File: src/rtl/spi_slave_fsm.sv
// Sequences the SPI slave datapath: address shift-in, R/W decode, read shift-out or write commit.
// Outputs are decoded from the current state; sr_shift_en also depends on the sclk pulses, and cs=1 forces all enables low.
module spi_slave_fsm #(
    parameter int ADDR_BITS = 7,
    parameter int DATA_BITS = 8
) (
    input  logic       clk,
    input  logic       rst_n,
    input  logic       cs,
    input  logic       sclk_pos,
    input  logic       sclk_neg,
    input  logic       sr_lsb,
    output logic       sr_shift_en,
    output logic [1:0] sr_mode,
    output logic       addr_we,
    output logic       dm_we,
    output logic       miso_buff,
    output logic       busy
);

    localparam int CNT_MAX = (ADDR_BITS + 1 > DATA_BITS) ? ADDR_BITS + 1 : DATA_BITS;
    localparam int CNT_W   = $clog2(CNT_MAX + 1);

    localparam logic [CNT_W-1:0] CNT_ONE   = CNT_W'(1);
    localparam logic [CNT_W-1:0] ADDR_LAST = CNT_W'(ADDR_BITS);
    localparam logic [CNT_W-1:0] RD_LAST   = CNT_W'(DATA_BITS);
    localparam logic [CNT_W-1:0] WR_LAST   = CNT_W'(DATA_BITS - 1);

    localparam logic [1:0] MODE_HOLD  = 2'b00;
    localparam logic [1:0] MODE_LEFT  = 2'b10;
    localparam logic [1:0] MODE_PLOAD = 2'b11;

    typedef enum logic [2:0] {
        IDLE,
        GET_ADDR,
        LATCH_ADDR,
        READ_LOAD,
        READ_SHIFT,
        WRITE_RECV,
        WRITE_COMMIT,
        DONE
    } state_t;

    state_t           state_q, state_d;
    logic [CNT_W-1:0] cnt_q, cnt_d;

    always_ff @(posedge clk or negedge rst_n) begin
        if (!rst_n) begin
            state_q <= IDLE;
            cnt_q   <= '0;
        end else begin
            state_q <= state_d;
            cnt_q   <= cnt_d;
        end
    end

    always_comb begin
        state_d     = state_q;
        cnt_d       = cnt_q;
        sr_shift_en = 1'b0;
        sr_mode     = MODE_HOLD;
        addr_we     = 1'b0;
        dm_we       = 1'b0;
        miso_buff   = 1'b0;

        case (state_q)
            IDLE: begin
                if (!cs) state_d = GET_ADDR;
            end
            GET_ADDR: begin
                sr_mode = MODE_LEFT;
                if (sclk_pos) begin
                    sr_shift_en = 1'b1;
                    if (cnt_q == ADDR_LAST) state_d = LATCH_ADDR;
                    else                    cnt_d   = cnt_q + CNT_ONE;
                end
            end
            LATCH_ADDR: begin
                addr_we = 1'b1;
                state_d = sr_lsb ? READ_LOAD : WRITE_RECV;
            end
            READ_LOAD: begin
                sr_mode     = MODE_PLOAD;
                sr_shift_en = 1'b1;
                state_d     = READ_SHIFT;
            end
            READ_SHIFT: begin
                miso_buff = 1'b1;
                sr_mode   = MODE_LEFT;
                // First falling edge only closes the R/W bit; the loaded MSB is already on MISO.
                if (sclk_neg) begin
                    if (cnt_q == RD_LAST) begin
                        state_d = DONE;
                    end else begin
                        sr_shift_en = (cnt_q != '0);
                        cnt_d       = cnt_q + CNT_ONE;
                    end
                end
            end
            WRITE_RECV: begin
                sr_mode = MODE_LEFT;
                if (sclk_pos) begin
                    sr_shift_en = 1'b1;
                    if (cnt_q == WR_LAST) state_d = WRITE_COMMIT;
                    else                  cnt_d   = cnt_q + CNT_ONE;
                end
            end
            WRITE_COMMIT: begin
                dm_we   = 1'b1;
                state_d = DONE;
            end
            DONE: begin
            end
            default: begin
                state_d = IDLE;
            end
        endcase

        if (cs) begin
            state_d     = IDLE;
            sr_shift_en = 1'b0;
            addr_we     = 1'b0;
            dm_we       = 1'b0;
            miso_buff   = 1'b0;
        end

        if (state_d != state_q) cnt_d = '0;
    end

    assign busy = (state_q != IDLE);

endmodule

File: config.mk
export PLATFORM = sky130hd
export DESIGN_NAME = spi_slave_fsm
export DESIGN_NICKNAME = d
export VERILOG_FILES = /design/src/rtl/spi_slave_fsm.sv
export SDC_FILE = /design/constraint.sdc
export NUM_CORES = 1
export LEC_CHECK = 0
export CAP_MARGIN = 5
export CORE_MARGIN = 5
export CORE_UTILIZATION = 30
export DETAILED_ROUTE_END_ITERATION = 6
export RECOVER_POWER = 100
export SLEW_MARGIN = 20
export SYNTH_ARGS = -nofsm -noshare
export SYNTH_HDL_FRONTEND = slang
export SYNTH_SLANG_ARGS = --single-unit
File: constraint.sdc
create_clock -name clk -period 1.5 [get_ports clk]
set_input_delay 0.3 -clock clk [delete_from_list [all_inputs] [get_ports clk]]
set_output_delay 0.3 -clock clk [all_outputs]
set_load 0.02 [all_outputs]
# Yosys cells after proc, flatten, opt, wreduce, memory -nomap -nowiden
# Cells that the tools add are included.
[totals] regBits=7 latch_bits=0 ram_bits=0 rom_bits=0 input_bits=6 out_inout_bits=7 n_memories=0
[op_classes] add_sub_neg=1 mul=0 div=0 n_lt_le_gt_ge=0 eq_ne=13 shifts=0 n_mux=27 bitwise_logic=0 reduce_logical=7
[ops] op="2-to-1 mux 3 bit" count=8
[ops] op="one-hot mux 3 bit (7 select lines)" count=1
[ops] op="2-to-1 mux 4 bit" count=5
[ops] op="2-to-1 mux 1 bit" count=10
[ops] op="== test 3 bit, second input constant" count=3
[ops] op="one-hot mux 4 bit (2 select lines)" count=1
[ops] op="== test 3 x 2 -> 1 bit, second input constant" count=2
[ops] op="inequality test 3 bit, second input constant" count=2
[ops] op="nonzero test 3 bit" count=2
[ops] op="AND reduction 5 bit" count=1
[ops] op="adder 4 x 1 -> 4 bit, second input constant" count=1
[ops] op="== test 4 x 3 -> 1 bit, second input constant" count=1
[ops] op="== test 4 bit, second input constant" count=1
[ops] op="one-hot mux 2 bit (2 select lines)" count=1
[ops] op="nonzero test 4 bit" count=1
[ops] op="== test 3 x 1 -> 1 bit, second input constant" count=1
[ops] op="zero test 3 bit" count=1
[ops] op="inequality test 3 x 1 -> 1 bit, second input constant" count=1
[ops] op="inequality test 3 x 2 -> 1 bit, second input constant" count=1
[ops] op="inequality test 3 bit" count=1
[ops] op="one-hot mux 1 bit (3 select lines)" count=1
[ops] op="OR reduction 3 bit" count=1
[ops] op="OR reduction 2 bit" count=1

# Depth between registers and ports, before layout
# Gate-level depths: netlist (run 1).
[logic_depth] word_depth=8 ltp_mapped=6

# Least setup slack after synthesis (run 1)
# No wires, ideal clock.
[synth_path] path_kind="register -> output" from="register state_q[0]" to="output sr_shift_en" arrival_ns=1.538 path_slack_ns=-0.338 stages_incl_launch_ff=5 n_path_buf=1 path_cell_list="dfrtp_1 > buf_4 > inv_1 > nor3b_1 > o21ba_1"
[synth_between] elab_chain_len=4
[synth_rtl] item="start, declared" line="44" text="state_t state_q, state_d;"
[synth_rtl] item="start signal, assigned" line="52" text="state_q <= state_d;"
[synth_rtl] item="== test 3 bit or == test 3 x 1 -> 1 bit (tied branches)" line="66" text="case (state_q)"
[synth_rtl] item="OR reduction 2 bit (no line)"
[synth_rtl] item="one-hot mux 1 bit (3 select lines) *" line="66"
[synth_rtl] item="2-to-1 mux 1 bit *" line="119" text="if (cs) begin"
[synth_rtl] item="end, declared" line="13" text="output logic sr_shift_en,"
# Every way passes the cells marked *; elsewhere a longest branch is shown, timed or not.

# Final worst setup path (run 1)
[layout_path] from="register cnt_q[1]" to="output sr_shift_en"
[layout_between] elab_chain_len=5
[layout_rtl] item="start, declared" line="45" text="logic [CNT_W-1:0] cnt_q, cnt_d;"
[layout_rtl] item="start signal, assigned" line="53" text="cnt_q <= cnt_d;"
[layout_rtl] item="== test 4 bit or nonzero test 4 bit (tied branches)" line="92, 95"
[layout_rtl] item="2-to-1 mux 1 bit *" line="92" text="if (cnt_q == RD_LAST) begin"
[layout_rtl] item="2-to-1 mux 1 bit *" line="91" text="if (sclk_neg) begin"
[layout_rtl] item="one-hot mux 1 bit (3 select lines) *" line="66"
[layout_rtl] item="2-to-1 mux 1 bit *" line="119"
# Marks and branches as above.

==> out/results.ini, run 1 <==
[clocking]
clk_pin_slew_worst_paths_ns=0.05
tritoncts=yes
cts_buffers=3
cts_root_buf=clkbuf_4
clockBufferDepth=2
clock_sinks=7
clk_latency_ns=0.25
cts_max_level=1

[critical_path]
crit_type=flip-flop to output port
reg2reg_depth=7
cp-start-kind=flip-flop
r2r_setup_slack_ns=-0.16
cp.required_ns=1.20
worstReg2RegStart=cnt_q[1]$_DFFE_PN0P_
critPathArrivalTime_ns=1.39
crit_fanout=2
endpoint_kind=output port
r2r_end=cnt_q[1]$_DFFE_PN0P_

[die]
die_x_um=55.9
start_util=0.319
ios=13
core_area_sq_um=1980
die_h_um=55.9
fp.dieArea_sq_um=3120
rows=16

[hold_path]
hp-class=primary input to asynchronous set/reset pin

[synthesis]
syn-cell-area_sq_um=632
ys_ff_latch=7
seq_area_frac_synth=0.277
synthDistinctLibCells=34
yosys_warnings=0
syn-instance-count=69
syn_nets=77
avgSynthCellArea_sq_um=9.16

[timing]
hold_ws_ns=0.381
worst_pin_slew_ns=0.379
finalHoldViolCount=0
slew_headroom=0.746
fin_ws_ns=-0.190
finalCriticalPeriod_ns=1.69
maxSlewViolCount=0
fin_crit_sh=1.13
skew_ns=0.000470
setup_viol=9
fmax_ghz=0.592
rsz0062_at_grt=true
tns_ns=-0.883

[route]
ant_nets=0
wirelength_mm=1.99
firstDrtPassIters=5
detail_route.iter0.violations=10
routed-via-count=715
viasPerCell=5.07
post_drt_wl_per_cell_um=14.1
drc=0

[place]
gp_congestion=0.837
place_area_sq_um=963
dp_hpwl_mm=1.39
portBuffers=12

[grt]
grt_max_degree=10
gr-total-overflow=0
grt.total_usage=0.128
grt_pass1_wl_mm=3.13
grt_pass1_vias=719
antenna_found_initial=0

[power]
cellPowerDensity_nw_per_um2=434
p_leak_nw=0.504
peakVddDrop_mv=0.569

[outcome]
violations=setup timing
status=finished, violations left

[final_layout]
stdcell_area_sq_um=1160
fin_util=0.585
drive_above_1_share=0.561
area_delta_synth_final_pct=83.6
nets=123
diodes=0

[job]
cap_violations=0

registers in the layout (all words and copies together), names as in the netlist:
signal and count:
state_q 3, cnt_q 4
routing by layer:
metal / GRT usage / wire (um)
met5: 0 / 0
met4: 0.0407 / 44
met3: 0.0441 / 110
met2: 0.238 / 1020
met1: 0.134 / 814
layout by cell type, fill, tap and decap left out, types with 2 or more instances in the layout:
cell             count
a21oi_1              3
a31oi_1              2
buf_4               29
buf_6               11
clkbuf_4             3
clkdlybuf4s50_1      3
dfrtp_1              7
inv_1                3
mux2i_1              4
nand2_1              4
nand3_1              2
nor2_1               6
nor3_1               2
nor3_2               3
nor4_1               2
synth_stat cells (all sizes together):
master   n  area (sq um)
a31oi    2          12.5
nand4bb  1          11.3
nor3b    2          20.0
a2111oi  1          27.5
nand2b   2          12.5
a32oi    1          8.76
nand4b   1          8.76
nor4     2          12.5
buf      3          17.5
inv      4          15.0
or2b     1          8.76
o21ba    1          10.0
nor3     5          25.0
clkbuf   1          5.00
o221a    1          11.3
mux2i    4          40.0
o32ai    2          36.3
a21oi    4          20.0
nand4    1          6.26
nor2     7          26.3
and2b    1          7.51
o2bb2ai  1          15.0
nand3    3          15.0
a21o     1          7.51
nand2    4          15.0
dfrtp    7           175
o21a     1          7.51
ha       2          25.0
or3      1          6.26
and3b    2          22.5
worst max-delay path, cell delays in order, from the launching register on:
cell,delay (ns)
dfrtp_1,0.36
inv_1,0.06
ha_2,0.18
nand2b_1,0.08
nand3_2,0.07
a21oi_2,0.14
o21ba_1,0.14
buf_6,0.12
power by group:
part / leakage (nW) / total [mW] / internal, mW / switching, mW
clock: 0.0150 / 0.165 / 0.101 / 0.0642
combinational: 0.395 / 0.142 / 0.0757 / 0.0658
sequential: 0.0948 / 0.196 / 0.193 / 0.00262
area by class of cell:
type | instances | area (sq um)
tap | 27 | 33.8
timing repair buffer | 45 | 390
fill | 177 | 822
clock buffer | 4 | 26.3
inverter | 4 | 17.5
multi-input combinational | 54 | 517
sequential | 7 | 175
stage by stage:
| stage | std cells | power [mW] | worst slack (ns) |
|---|---|---|---|
| 2_1_floorplan | 69 | 0.253 | -0.0715 |
| 3_3_place_gp | 129 | 0.313 | -0.551 |
| 3_5_place_dp | 129 | 0.315 | -0.579 |
| 4_1_cts | 137 | 0.496 | -0.196 |
| 5_1_grt | 141 | 0.541 | -0.270 |
| 6_report | 141 | 0.503 | -0.190 |
worst max path at each step:
| stage | from | to | slack (ns) | depth (start not counted) |
|---|---|---|---|---|
| floorplan | state_q[0]$_DFF_PN0_ | sr_shift_en | -0.07 | 4 |
| global placement | cs | addr_we | -0.55 | 4 |
| detailed placement | cs | addr_we | -0.58 | 4 |
| CTS | cnt_q[1]$_DFFE_PN0P_ | sr_shift_en | -0.20 | 7 |
| global route | cnt_q[1]$_DFFE_PN0P_ | sr_shift_en | -0.27 | 7 |
| finish | cnt_q[1]$_DFFE_PN0P_ | sr_shift_en | -0.19 | 7 |
repair_timing:
| action | in CTS | in global routing |
|---|---|---|
| setup endpoints to repair | 12 | 12 |
| setup buffers | 4 | 4 |
| pin swaps | 11 | 9 |
| resized for setup | 49 | 15 |
| hold buffers | 0 | 0 |
cells by family (layout without fill, tap and decap cells):
group,after synthesis,count (layout),share of synthesized area
and+or+nand+nor,33,33,0.313
AOI/OAI and AO/OA,15,15,0.248
buffers and inverters,8,53,0.0594
DFF,7,7,0.277
muxes,4,4,0.0634
adders and majority gates,2,2,0.0396
(Power assumes the default switching activity.)
==> run 2: changes to the inputs <==
clock period = 1.9 ns   (was 1.5 ns; I/O delays follow)
==> run 2 against run 1 <==
Effect of this change:
- the flow now finishes without violations
- final cell count is 11% lower
- first-iteration DRC count is 20% lower
- global-route usage is 2.6 points lower
- critical path type is now flip-flop to flip-flop
- largest cell class unchanged
- highest routed layer unchanged
==> out/results.ini, run 2 (synthesized netlist as in run 1, its figures left out) <==
[outcome]
status=complete, no violations

[die]
start_util=0.319
die_h_um=55.9
fp.dieArea_sq_um=3120
ios=13
die_x_um=55.9
rows=16
core_area_sq_um=1980

[power]
peakVddDrop_mv=0.326
pwr-share-seq=0.417
p_int_mw=0.275
p_switching_mw=0.0938
power_frac_clock=0.353
power_mw=0.369
sw_frac_of_total=0.254
p_leak_nw=0.393
comb_power_share=0.230
cellPowerDensity_nw_per_um2=401

[grt]
met2_usage=0.172
grt-busiest-layer=met2
grt.total_usage=0.102
grt_pass1_vias=615
gr-total-overflow=0
grt_max_degree=11
met1_usage=0.125
grt_use_met3=0.00696
grt_pass1_wl_mm=2.57
antenna_found_initial=0

[critical_path]
critPathArrivalTime_ns=2.00
crit_type=flip-flop to flip-flop
r2r_setup_slack_ns=0.04
cpPeakStageDelay_ns=0.37
endpoint_kind=flip-flop
cp_slowest_cell=dfrtp_1
cp.required_ns=2.04
r2r_end=cnt_q[2]$_DFFE_PN0P_
worstReg2RegStart=cnt_q[0]$_DFFE_PN0P_
cp-start-kind=flip-flop
crit_path_cell_trace=buf_4, ha_1, and3b_4, a2111oi_4, nor3b_2, nor4_2
crit_fanout=5
reg2reg_depth=6

[final_layout]
most-common-layout-cells=buf_4, nor2_1, dfrtp_1
seq_area_sq_um=175
multi_input_area_sq_um=445
top_regs=cnt_q (4), state_q (3)
n_fill_cell=195
diodes=0
largest_register=cnt_q
largest_register_ffs=4
area_delta_synth_final_pct=45.7
drive_above_1_share=0.374
nets=108
layout_commonest_cell=buf_4

[timing]
tns_ns=0
setup_viol=0
worst_pin_slew_ns=0.348
skew_ns=0.00185
slew_headroom=0.767
rsz0062_at_grt=true
fin_crit_sh=0.980
finalHoldViolCount=0
fmax_ghz=0.537
maxSlewViolCount=0
finalCriticalPeriod_ns=1.86

[clocking]
clk_pin_slew_worst_paths_ns=0.05
clock_sinks=7
cts_buffers=3
clockBufferDepth=2
cts_root_buf=clkbuf_4
cts_max_level=1
clk_latency_ns=0.25
tritoncts=yes

[route]
routed-via-count=613
post_drt_wl_per_cell_um=12.2
ant_nets=0
viasPerCell=4.87
drc=0
wirelength_mm=1.54
firstDrtPassIters=4
detail_route.iter0.violations=8

[place]
gp_congestion=0.741
portBuffers=12
dp_hpwl_mm=1.25

[job]
cap_violations=0

[hold_path]
hp-class=primary input to asynchronous set/reset pin

==> run 2: layout make-up <==
| class | count | area share |
|---|---|---|
| clock buffers | 4 | 0.0285 |
| inverters | 4 | 0.0163 |
| multi-input cells | 54 | 0.484 |
| flip-flops and latches | 7 | 0.190 |
| well taps | 27 | 0.0367 |
| repair buffers | 30 | 0.245 |
==> run 2: power by group through the flow <==
stage | Clock, mW | Combinational [mW] | Sequential, mW
floorplan | 0 | 0.0420 | 0.158
global placement | 0 | 0.0850 | 0.156
detailed placement | 0 | 0.0865 | 0.156
CTS | 0.137 | 0.0845 | 0.154
global route | 0.140 | 0.0932 | 0.154
finish | 0.130 | 0.0848 | 0.154
==> run 2: stage by stage <==
stage | instances | instance area [sq um] | setup WS (ns) | util | hold WS (ns)
final | 126 | 921 | 0.0389 | 0.465 | 0.451
after global routing | 126 | 921 | -0.0851 | 0.465 | 0.471
after CTS | 126 | 918 | 0.00205 | 0.463 | 0.378
after detailed placement | 122 | 903 | -0.363 | 0.456 | 0.573
after global placement | 122 | 903 | -0.341 | 0.456 | 0.571
after floorplan | 69 | 637 | 0.162 | - | 0.0844
==> run 2: worst max-delay path: cells and delay by family, from the launching register on <==
kind,cells,cell delay [ns]
and+or+nand+nor,3,0.66
DFF,1,0.37
AOI/OAI and AO/OA,1,0.36
adders and majority gates,1,0.22
buffers and inverters,1,0.15
==> run 2: timing repair <==
item / 4_1_cts / 5_1_grt
gates cloned: 0 / 0
gates resized for setup: 18 / 13
hold buffers: 0 / 0
pin swaps: 0 / 1
buffers inserted: 0 / 0
endpoints found under the setup margin: 7 / 9
hold endpoints to repair: 0 / 0
==> run 2: how the worst max path moves through the flow <==
| stage | startpoint | to | cells past startpoint |
|---|---|---|---|
| finish | cnt_q[0]$_DFFE_PN0P_ | cnt_q[2]$_DFFE_PN0P_ | 6 |
| global route | cnt_q[0]$_DFFE_PN0P_ | cnt_q[2]$_DFFE_PN0P_ | 6 |
| CTS | cnt_q[0]$_DFFE_PN0P_ | cnt_q[3]$_DFFE_PN0P_ | 6 |
| detailed placement | cs | addr_we | 4 |
| global placement | cs | addr_we | 4 |
| floorplan | cs | addr_we | 3 |
==> run 2: per-layer routing <==
metal	share of wire	routed length, um
met5	0	0
met1	0.47	716
met4	0.021	32
met2	0.49	754
met3	0.023	36
